**src/rtl/ps2_key_ctrl.sv**
```systemverilog
// PS/2 scancode sequencer: pops Set-2 bytes from the receiver FIFO, folds
// E0/F0/E1 prefixes into single key events, tracks the held key, counts
// non-repeat presses and keeps a sticky overflow flag.
module ps2_key_ctrl #(
    parameter int unsigned CNT_W   = 8,
    parameter int unsigned POP_GAP = 1
) (
    input  logic             clk,
    input  logic             rst,
    input  logic             en,
    input  logic             kbd_ready,
    input  logic [7:0]       kbd_data,
    input  logic             kbd_overflow,
    output logic             kbd_nextdata_n,
    input  logic             clr_err,
    output logic             key_valid,
    output logic [7:0]       key_code,
    output logic             key_ext,
    output logic             key_break,
    output logic             key_repeat,
    output logic             key_held,
    output logic [7:0]       held_code,
    output logic [CNT_W-1:0] press_count,
    output logic             err_overflow
);

    localparam int unsigned GapW = (POP_GAP > 1) ? $clog2(POP_GAP) : 1;

    typedef enum logic [1:0] {StIdle, StPop, StGap, StDecode} state_e;

    state_e           state_q, state_d;
    logic [7:0]       byte_q, byte_d;
    logic [GapW-1:0]  gap_q, gap_d;
    logic [2:0]       skip_q, skip_d;
    logic             ext_q, ext_d;
    logic             brk_q, brk_d;
    logic             nextdata_n_q, nextdata_n_d;
    logic             valid_q, valid_d;
    logic [7:0]       code_q, code_d;
    logic             kext_q, kext_d;
    logic             kbrk_q, kbrk_d;
    logic             krep_q, krep_d;
    logic             held_q, held_d;
    logic [7:0]       held_code_q, held_code_d;
    logic             held_ext_q, held_ext_d;
    logic [CNT_W-1:0] cnt_q, cnt_d;
    logic             err_q, err_d;

    logic             key_match;
    logic             is_noise;

    // Terminal byte refers to the key currently held (same code and E0 prefix).
    assign key_match = held_q && (held_code_q == byte_q) && (held_ext_q == ext_q);

    // Keyboard status/ack bytes that never form a key event.
    assign is_noise = (byte_q == 8'h00) || (byte_q == 8'hAA) || (byte_q == 8'hEE) ||
                      (byte_q == 8'hFA) || (byte_q == 8'hFE) || (byte_q == 8'hFF);

    // Next-state, pop handshake and byte decode.
    always_comb begin
        state_d      = state_q;
        byte_d       = byte_q;
        gap_d        = gap_q;
        skip_d       = skip_q;
        ext_d        = ext_q;
        brk_d        = brk_q;
        nextdata_n_d = 1'b1;
        valid_d      = 1'b0;
        code_d       = code_q;
        kext_d       = kext_q;
        kbrk_d       = kbrk_q;
        krep_d       = krep_q;
        held_d       = held_q;
        held_code_d  = held_code_q;
        held_ext_d   = held_ext_q;
        cnt_d        = cnt_q;
        err_d        = kbd_overflow ? 1'b1 : (clr_err ? 1'b0 : err_q);

        unique case (state_q)
            StIdle: begin
                if (en && kbd_ready) begin
                    byte_d       = kbd_data;
                    nextdata_n_d = 1'b0;
                    state_d      = StPop;
                end
            end
            StPop: begin
                gap_d   = GapW'(POP_GAP - 1);
                state_d = StGap;
            end
            // Wait long enough for kbd_ready to reflect the pop.
            StGap: begin
                if (gap_q == '0) begin
                    state_d = StDecode;
                end else begin
                    gap_d = gap_q - 1'b1;
                end
            end
            StDecode: begin
                state_d = StIdle;
                if (skip_q != 3'd0) begin
                    // Remaining bytes of the Pause sequence are swallowed.
                    skip_d = skip_q - 3'd1;
                end else if (byte_q == 8'hE1) begin
                    skip_d  = 3'd7;
                    valid_d = 1'b1;
                    code_d  = 8'hE1;
                    kext_d  = 1'b0;
                    kbrk_d  = 1'b0;
                    krep_d  = 1'b0;
                    cnt_d   = cnt_q + 1'b1;
                end else if (byte_q == 8'hE0) begin
                    ext_d = 1'b1;
                end else if (byte_q == 8'hF0) begin
                    brk_d = 1'b1;
                end else if (is_noise) begin
                    ext_d = 1'b0;
                    brk_d = 1'b0;
                end else begin
                    valid_d = 1'b1;
                    code_d  = byte_q;
                    kext_d  = ext_q;
                    kbrk_d  = brk_q;
                    krep_d  = 1'b0;
                    ext_d   = 1'b0;
                    brk_d   = 1'b0;
                    if (!brk_q) begin
                        if (key_match) begin
                            krep_d = 1'b1;
                        end else begin
                            cnt_d       = cnt_q + 1'b1;
                            held_d      = 1'b1;
                            held_code_d = byte_q;
                            held_ext_d  = ext_q;
                        end
                    end else if (key_match) begin
                        held_d = 1'b0;
                    end
                end
            end
            default: state_d = StIdle;
        endcase
    end

    // State and output registers.
    always_ff @(posedge clk or posedge rst) begin
        if (rst) begin
            state_q      <= StIdle;
            byte_q       <= 8'h00;
            gap_q        <= '0;
            skip_q       <= 3'd0;
            ext_q        <= 1'b0;
            brk_q        <= 1'b0;
            nextdata_n_q <= 1'b1;
            valid_q      <= 1'b0;
            code_q       <= 8'h00;
            kext_q       <= 1'b0;
            kbrk_q       <= 1'b0;
            krep_q       <= 1'b0;
            held_q       <= 1'b0;
            held_code_q  <= 8'h00;
            held_ext_q   <= 1'b0;
            cnt_q        <= '0;
            err_q        <= 1'b0;
        end else begin
            state_q      <= state_d;
            byte_q       <= byte_d;
            gap_q        <= gap_d;
            skip_q       <= skip_d;
            ext_q        <= ext_d;
            brk_q        <= brk_d;
            nextdata_n_q <= nextdata_n_d;
            valid_q      <= valid_d;
            code_q       <= code_d;
            kext_q       <= kext_d;
            kbrk_q       <= kbrk_d;
            krep_q       <= krep_d;
            held_q       <= held_d;
            held_code_q  <= held_code_d;
            held_ext_q   <= held_ext_d;
            cnt_q        <= cnt_d;
            err_q        <= err_d;
        end
    end

    assign kbd_nextdata_n = nextdata_n_q;
    assign key_valid      = valid_q;
    assign key_code       = code_q;
    assign key_ext        = kext_q;
    assign key_break      = kbrk_q;
    assign key_repeat     = krep_q;
    assign key_held       = held_q;
    assign held_code      = held_code_q;
    assign press_count    = cnt_q;
    assign err_overflow   = err_q;

endmodule

```
**config.mk**
```make
export PLATFORM = sky130hd
export DESIGN_NAME = ps2_key_ctrl
export DESIGN_NICKNAME = d
export VERILOG_FILES = /design/src/rtl/ps2_key_ctrl.sv
export SDC_FILE = /design/constraint.sdc
export NUM_CORES = 1
export LEC_CHECK = 0
export CAP_MARGIN = 40
export CORE_ASPECT_RATIO = 1.4
export CORE_MARGIN = 8
export CORE_UTILIZATION = 51
export CTS_CLUSTER_SIZE = 28
export DETAILED_ROUTE_END_ITERATION = 6
export PLACE_DENSITY = 0.81
export REMOVE_ABC_BUFFERS = 1
export SLEW_MARGIN = 20
export SYNTH_ARGS = -nofsm -noshare
export SYNTH_HDL_FRONTEND = slang
export SYNTH_SLANG_ARGS = --single-unit
```
**constraint.sdc**
```tcl
create_clock -name clk -period 2.41 [get_ports clk]
set_input_delay 0.241 -clock clk [delete_from_list [all_inputs] [get_ports clk]]
set_output_delay 0.241 -clock clk [all_outputs]
set_load 0.02 [all_outputs]
```
Word level (Yosys, flattened, before mapping)
Index checks and enable logic that the tools add are counted.
- register bits after elaboration: 48
- bits of input ports: 14
- output and inout port bits: 31
- word-level logic and storage cells: 120
- $add $sub $neg: 3
- equal/unequal tests: 23
- mux-type cells: 47
- bitwise gates (word level): 7
- reduce and logical (&&, ||, !) cells: 23
- operator list (operator ; number):
    $mux 8 ; 10
    $eq 8x8->1 const B ; 8
    $mux 1 ; 31
    $reduce_and 8->1 ; 2
    $ne 2x2->1 const B ; 6
    $add 8x1->8 const B ; 1
    $eq 8x8->1 ; 1
    $logic_not 8->1 ; 1
    $ne 2x1->1 const B ; 4
    $pmux 2 s4 ; 1
    $reduce_and 4->1 ; 2
    $not 1->1 ; 7
    $reduce_and 7->1 ; 1
    $mux 3 ; 2
    $reduce_and 2->1 ; 3
    $reduce_bool 2->1 ; 3
    $logic_or 1x1->1 ; 5
    $reduce_and 5->1 ; 1
    $eq 2x2->1 const B ; 2
    $mux 2 ; 2
    $logic_and 1x1->1 ; 3
    $reduce_bool 3->1 ; 1
    $sub 3x1->3 const B ; 1
    $eq 2x1->1 const B ; 1
    4 further kinds ; 4

Logic depth before layout (Yosys ltp)
- word-level depth: 12
- gate-level depth with buffers: 8
- depth with buffers taken out: 8

Worst setup path after synthesis
No wires, ideal clock.
- path kind: register to register
- start: register skip_q[0]
- end: register cnt_q[1] (netlist: press_count[1])
- library setup time: 125 ps
- data arrival time: 2015 ps
- data required time: 2285 ps
- setup slack: 270 ps
- cell stages (with the launch flop): 8
- buffers on the path: 0
- period minus slack after synthesis: 2140 ps
- path through: dfrtp_1 -> inv_1 -> ha_1 -> nand3b_1 -> a21o_1 -> a2111o_1 -> o22ai_4 -> mux2_2
- word-level cells in the longest chain between the ends: 3
- RTL lines (element ; RTL line ; source):
    start, declared ; 34 ; logic [2:0] skip_q, skip_d;
    start signal, assigned ; 169 ; skip_q <= skip_d;
    $reduce_bool 3->1 ; 101 ; if (skip_q != 3'd0) begin
    $not 1->1 (no source line) ; n/a ;
    $reduce_and 7->1 (no source line) ; n/a ;
    end signal, assigned ; 181 ; cnt_q <= cnt_d;
    end, declared ; 46 ; logic [CNT_W-1:0] cnt_q, cnt_d;
No other way between the ends.
A chain may end at the register's enable or synchronous reset.

Final worst setup path
- start: register byte_q[1]
- end: register held_code_q[7] (netlist: held_code[7])
- word-level cells in the longest chain between the ends: 8
- elaborated cells between the ends (all ways): 23
- those cells by class: 9 x eq/ne; 5 x bitwise; 9 x reduce/logical
- RTL lines (element ; RTL line ; source):
    start, declared ; 32 ; logic [7:0] byte_q, byte_d;
    start signal, assigned ; 167 ; byte_q <= byte_d;
    $eq 8x8->1 or $logic_not 8->1 (tied branches) ; 56 ; assign is_noise = (byte_q == 8'h00) || (byte_q == 8'hAA) || (byte_q == 8'hEE) ||
    $logic_or 1x1->1 (3 in a row) ; 56 ;
    $logic_or 1x1->1 (2 in a row) ; 57 ; (byte_q == 8'hFA) || (byte_q == 8'hFE) || (byte_q == 8'hFF);
    $not 1->1 (no source line) ; n/a ;
    $reduce_and 8->1 (no source line) (*) ; n/a ;
    end signal, assigned ; 179 ; held_code_q <= held_code_d;
    end, declared ; 44 ; logic [7:0] held_code_q, held_code_d;
Mark *: on every way between the ends. The rest lies on a longest branch, timed or not.

==> flow_results.org <==
** Synth
- After Yosys synthesis, and, or, nand and nor cells account for 11.26% of the synthesized area.
- In this run, synthesis produced a sequential element count of 47.
- Commonest cells in the synthesized netlist :: 46 x sky130_fd_sc_hd__dfrtp_1, 21 x sky130_fd_sc_hd__mux2_2, 15 x sky130_fd_sc_hd__xnor2_1
- Main area contributors after synthesis :: sky130_fd_sc_hd__dfrtp_1 52%, sky130_fd_sc_hd__mux2_2 11%, sky130_fd_sc_hd__xnor2_1 5.9%, sky130_fd_sc_hd__ha_1 5.0%, sky130_fd_sc_hd__mux2_1 3.0%
- The largest total area in the synthesized netlist belongs to sky130_fd_sc_hd__dfrtp_1.
- By instance count, the leading cell after synthesis is sky130_fd_sc_hd__dfrtp_1.
- By area, the combinational part of the netlist is dominated by multiplexers.
- Summing the areas of all compound-gate instances in the mapped netlist gives 6.891% of the synthesized area.
- The average instance in the mapped netlist occupies 12.07 um^2.
- Synthesis produced 185 cells.
- The number of different library cells used by synthesis comes to 36.
- Post-synth EDFFs :: 0
- The cell area that synthesis handed to floorplanning was 2233 um^2.
- In the synthesized netlist the async set-or-reset flop fraction comes to 100.0%.
- The portion of synthesized area spent on multiplexers is 14.06%.
- Post-synthesis share of cell area spent on full adders, half adders and majority gates :: 5.490%
- For this run, the number of Yosys warnings is 0.
- Register area share after synthesis :: 52.72%
- In this run the biggest area consumer among cell types represents 51.54% of the synthesized area.
- In the synthesized netlist the dominant register cell turns out to be sky130_fd_sc_hd__dfrtp_1.
- The synthesized netlist devotes 6.275% of its cell area to XOR and XNOR gates.

** Final layout
- The repair_antennas step left the layout with diodes totalling 0.
- Count of non-filler cells in the finished layout :: 287
- The post-route netlist has 19.42% of its cells at a drive strength greater than 1.
- Filler instances :: 322
- Area overhead of the layout relative to synthesis :: 29.08%
- The multi-input combinational cells in the finished layout cover a total of 982.2 um^2.
- Seq. cell area :: 1177 um^2
- At the end of the flow the core is filled with cells to 68.57%.
- The net count of the finished layout is 264.

** Timing
- The count of final hold-check violations was 0.
- Slew of the pin with the lowest slew margin :: 0.5552 ns
- Setup violations remaining at the end of the flow were counted as 0.
- The worst path in the final design needs a cycle of 2.213 ns, including I/O delays and setup.
- Rel. slew slack :: 62.93%
- Setup total negative slack on the finished layout was measured at 0 ns.
- For the final database, setup skew stands at 0.004320 ns.
- Share of the clock period used by the worst path after layout :: 91.82%
- The final max-slew violation count came to 0.
- Setup repair after global routing missed its margin :: no
- Static timing analysis puts the maximum clock frequency at 451.9 MHz.

** Floorplanning
- Number of placement rows :: 28
- Io pins :: 45
- From bottom edge to top edge, the die measures 94.30 um.
- The die covers 6783 um^2.
- The initial utilization of the core area, before any placement, comes to 53.12%.
- The die is 71.93 um wide.
- The core region is 4204 um^2.

** Detailed routing
- Count of vias placed by the detailed router :: 1,573
- Routed length per instance :: 16.02 um
- Using the TritonRoute via totals, the vias-per-cell ratio works out to 5.481.
- The detailed router finished its first iteration with 48 violations.
- The first TritonRoute pass finished after 4 iterations.
- The routed design has 4599 um of wire.
- Final ANT Viol Nets :: 0
- Remaining routing DRC violations :: 0

** Place
- Number of buffers added on ports :: 44
- At the end of routability-driven placement, the weighted congestion stood at 0.7937.
- The number of placed instances, taps included, is 278.
- Detailed Place HPWL :: 3567 um

** GRT
- Pin count of the biggest net entering global routing :: 28
- Vias in the first global route :: 1,692
- First-pass GRT wire length :: 7797 um
- For this run, the total global-route usage over all layers was measured as 14.41%.
- Initial antenna violation count :: 0
- After global routing the overflow that remains totals 0.

** Critical path
- Among all stages on the critical path, the largest delay is contributed by sky130_fd_sc_hd__dfrtp_1.
- By startpoint and endpoint, the worst setup path is classified as reg -> reg.
- The worst setup path is captured at a register.
- Across all register-to-register paths, the minimum setup slack is 0.20 ns.
- Traced cell by cell, the critical path runs through buf_4, xnor2_1, nand4_1, or3_1, ha_1, nand2_2, mux2_2.
- Arrival @ worst endpoint :: 2.39 ns
- Worst EP required :: 2.59 ns
- Along the worst path, the maximum fanout reaches 9.
- The largest single stage delay on the critical path is 0.47 ns.
- CP Launch Type :: register

** Clock tree
- CTS saw 47 sinks.
- Clock tree from TritonCTS :: done
- Clock latency on the worst-skew pair, taken at its later pin, is 0.29 ns.
- After clock tree synthesis, the clock-pin slew on the worst setup and hold paths is 0.08 ns.
- Post-CTS sizing :: 0
- Post-CTS setup buffers :: 0
- Number of CTS-inserted buffers :: 5
- The H-tree was split into 2 levels.
- Maximum clock path buffer count :: 2
- Clock Root Buffer :: sky130_fd_sc_hd__clkbuf_8
- Hold-fix buffer count after cts :: 0

** Pwr
- Final Total Pwr :: 0.003392 W
- IR drop worst, VDD :: 0.0008462 V
- Static Leak :: 1.291 nW
- Dividing total power by cell area gives a power density of 1177 nW/um^2.

** Run status
- Status :: finished, final reports clean

** Worst hold path
- In this run the worst hold path is classified as in -> async.

** Run
- Max capacitance violation total :: 0
per-stage QoR:
step	worst slack, ns	hold slack, ns	cell area, um^2
global route	0.06107	0.3571	2883
floorplan	0.2702	0.3333	2201
CTS	0.1080	0.3241	2875
detailed placement	0.1630	0.4631	2780
global placement	0.2361	0.4608	2780
finish	0.1972	0.3122	2883
kinds of logic (layout without fill, tap and decap cells):
group / count (synthesis) / in the layout
DFF: 47 / 47
and+or+nand+nor: 45 / 45
muxes: 28 / 28
AOI/OAI and AO/OA: 21 / 21
buffers and inverters: 18 / 75
xor gates and xnor gates: 16 / 16
adders and majority gates: 10 / 10
routing by layer:
metal	routed length [um]	share of wire, %	vias up	GRT usage [%]
li1	-	-	756	-
met3	172	3.7	7	3.419
met2	2491	54	38	26.68
met1	1883	41	772	15.50
met4	53	1.2	0	4.957
met5	0	0	-	0
final timing paths:
check                               start              to  depth (start not counted)
setup reg to reg                byte_q[1]    held_code[7]                          7
setup / recovery                byte_q[1]    held_code[7]                          7
max in group asynchronous             rst  kbd_nextdata_n                          3
hold reg to reg            press_count[7]  press_count[7]                          1
min in group clk           press_count[7]  press_count[7]                          1
hold / removal                        rst  press_count[2]                          2
power by group:
part | switching, W | leakage (nW) | total, W | internal (W)
clock | 0.000242 | 0.0484 | 0.000477 | 0.000235
combinational | 0.000714 | 0.656 | 0.00152 | 0.000809
sequential | 0.000307 | 0.586 | 0.00139 | 0.00109
total | 0.00126 | 1.29 | 0.00339 | 0.00213
registers in the layout, summed over array words and instances, names as in the netlist:
| signal | flops |
|---|---|
| byte_q | 8 |
| held_code | 8 |
| key_code | 8 |
| press_count | 8 |
| skip_q | 3 |
| state_q | 2 |
| brk_q | 1 |
| err_overflow | 1 |
| ext_q | 1 |
| held_ext_q | 1 |
| kbd_nextdata_n | 1 |
| key_break | 1 |
| key_ext | 1 |
| key_held | 1 |
| key_repeat | 1 |
| key_valid | 1 |
critical path: cells and delay by family, from the launching register on:
| family | cells | cell delay [ns] |
|---|---|---|
| xor gates and xnor gates | 1 | 0.15 |
| adders and majority gates | 1 | 0.21 |
| buffers and inverters | 1 | 0.19 |
| DFF | 1 | 0.47 |
| muxes | 1 | 0.37 |
| and+or+nand+nor | 3 | 0.72 |
final cells by class:
class / instances / share of cell area, %
Clock inverter: 1 / 0.3038
Multi-Input combinational cell: 120 / 34.07
Clock buffer: 7 / 2.995
Tap cell: 45 / 1.953
Inverter: 11 / 1.432
Sequential cell: 47 / 40.84
Timing Repair Buffer: 56 / 18.40
placed cells by master (no fill, tap or decap), types with 7 or more instances in the layout:
cell | netlist | layout
sky130_fd_sc_hd__dfrtp_1 | 46 | 46
sky130_fd_sc_hd__clkdlybuf4s50_1 | 0 | 44
sky130_fd_sc_hd__mux2_2 | 21 | 21
sky130_fd_sc_hd__xnor2_1 | 15 | 15
sky130_fd_sc_hd__buf_4 | 0 | 12
sky130_fd_sc_hd__nand2_1 | 11 | 11
sky130_fd_sc_hd__inv_1 | 11 | 10
sky130_fd_sc_hd__ha_1 | 9 | 9
sky130_fd_sc_hd__nand4_1 | 7 | 7
Power figures use the tool's default switching activity.
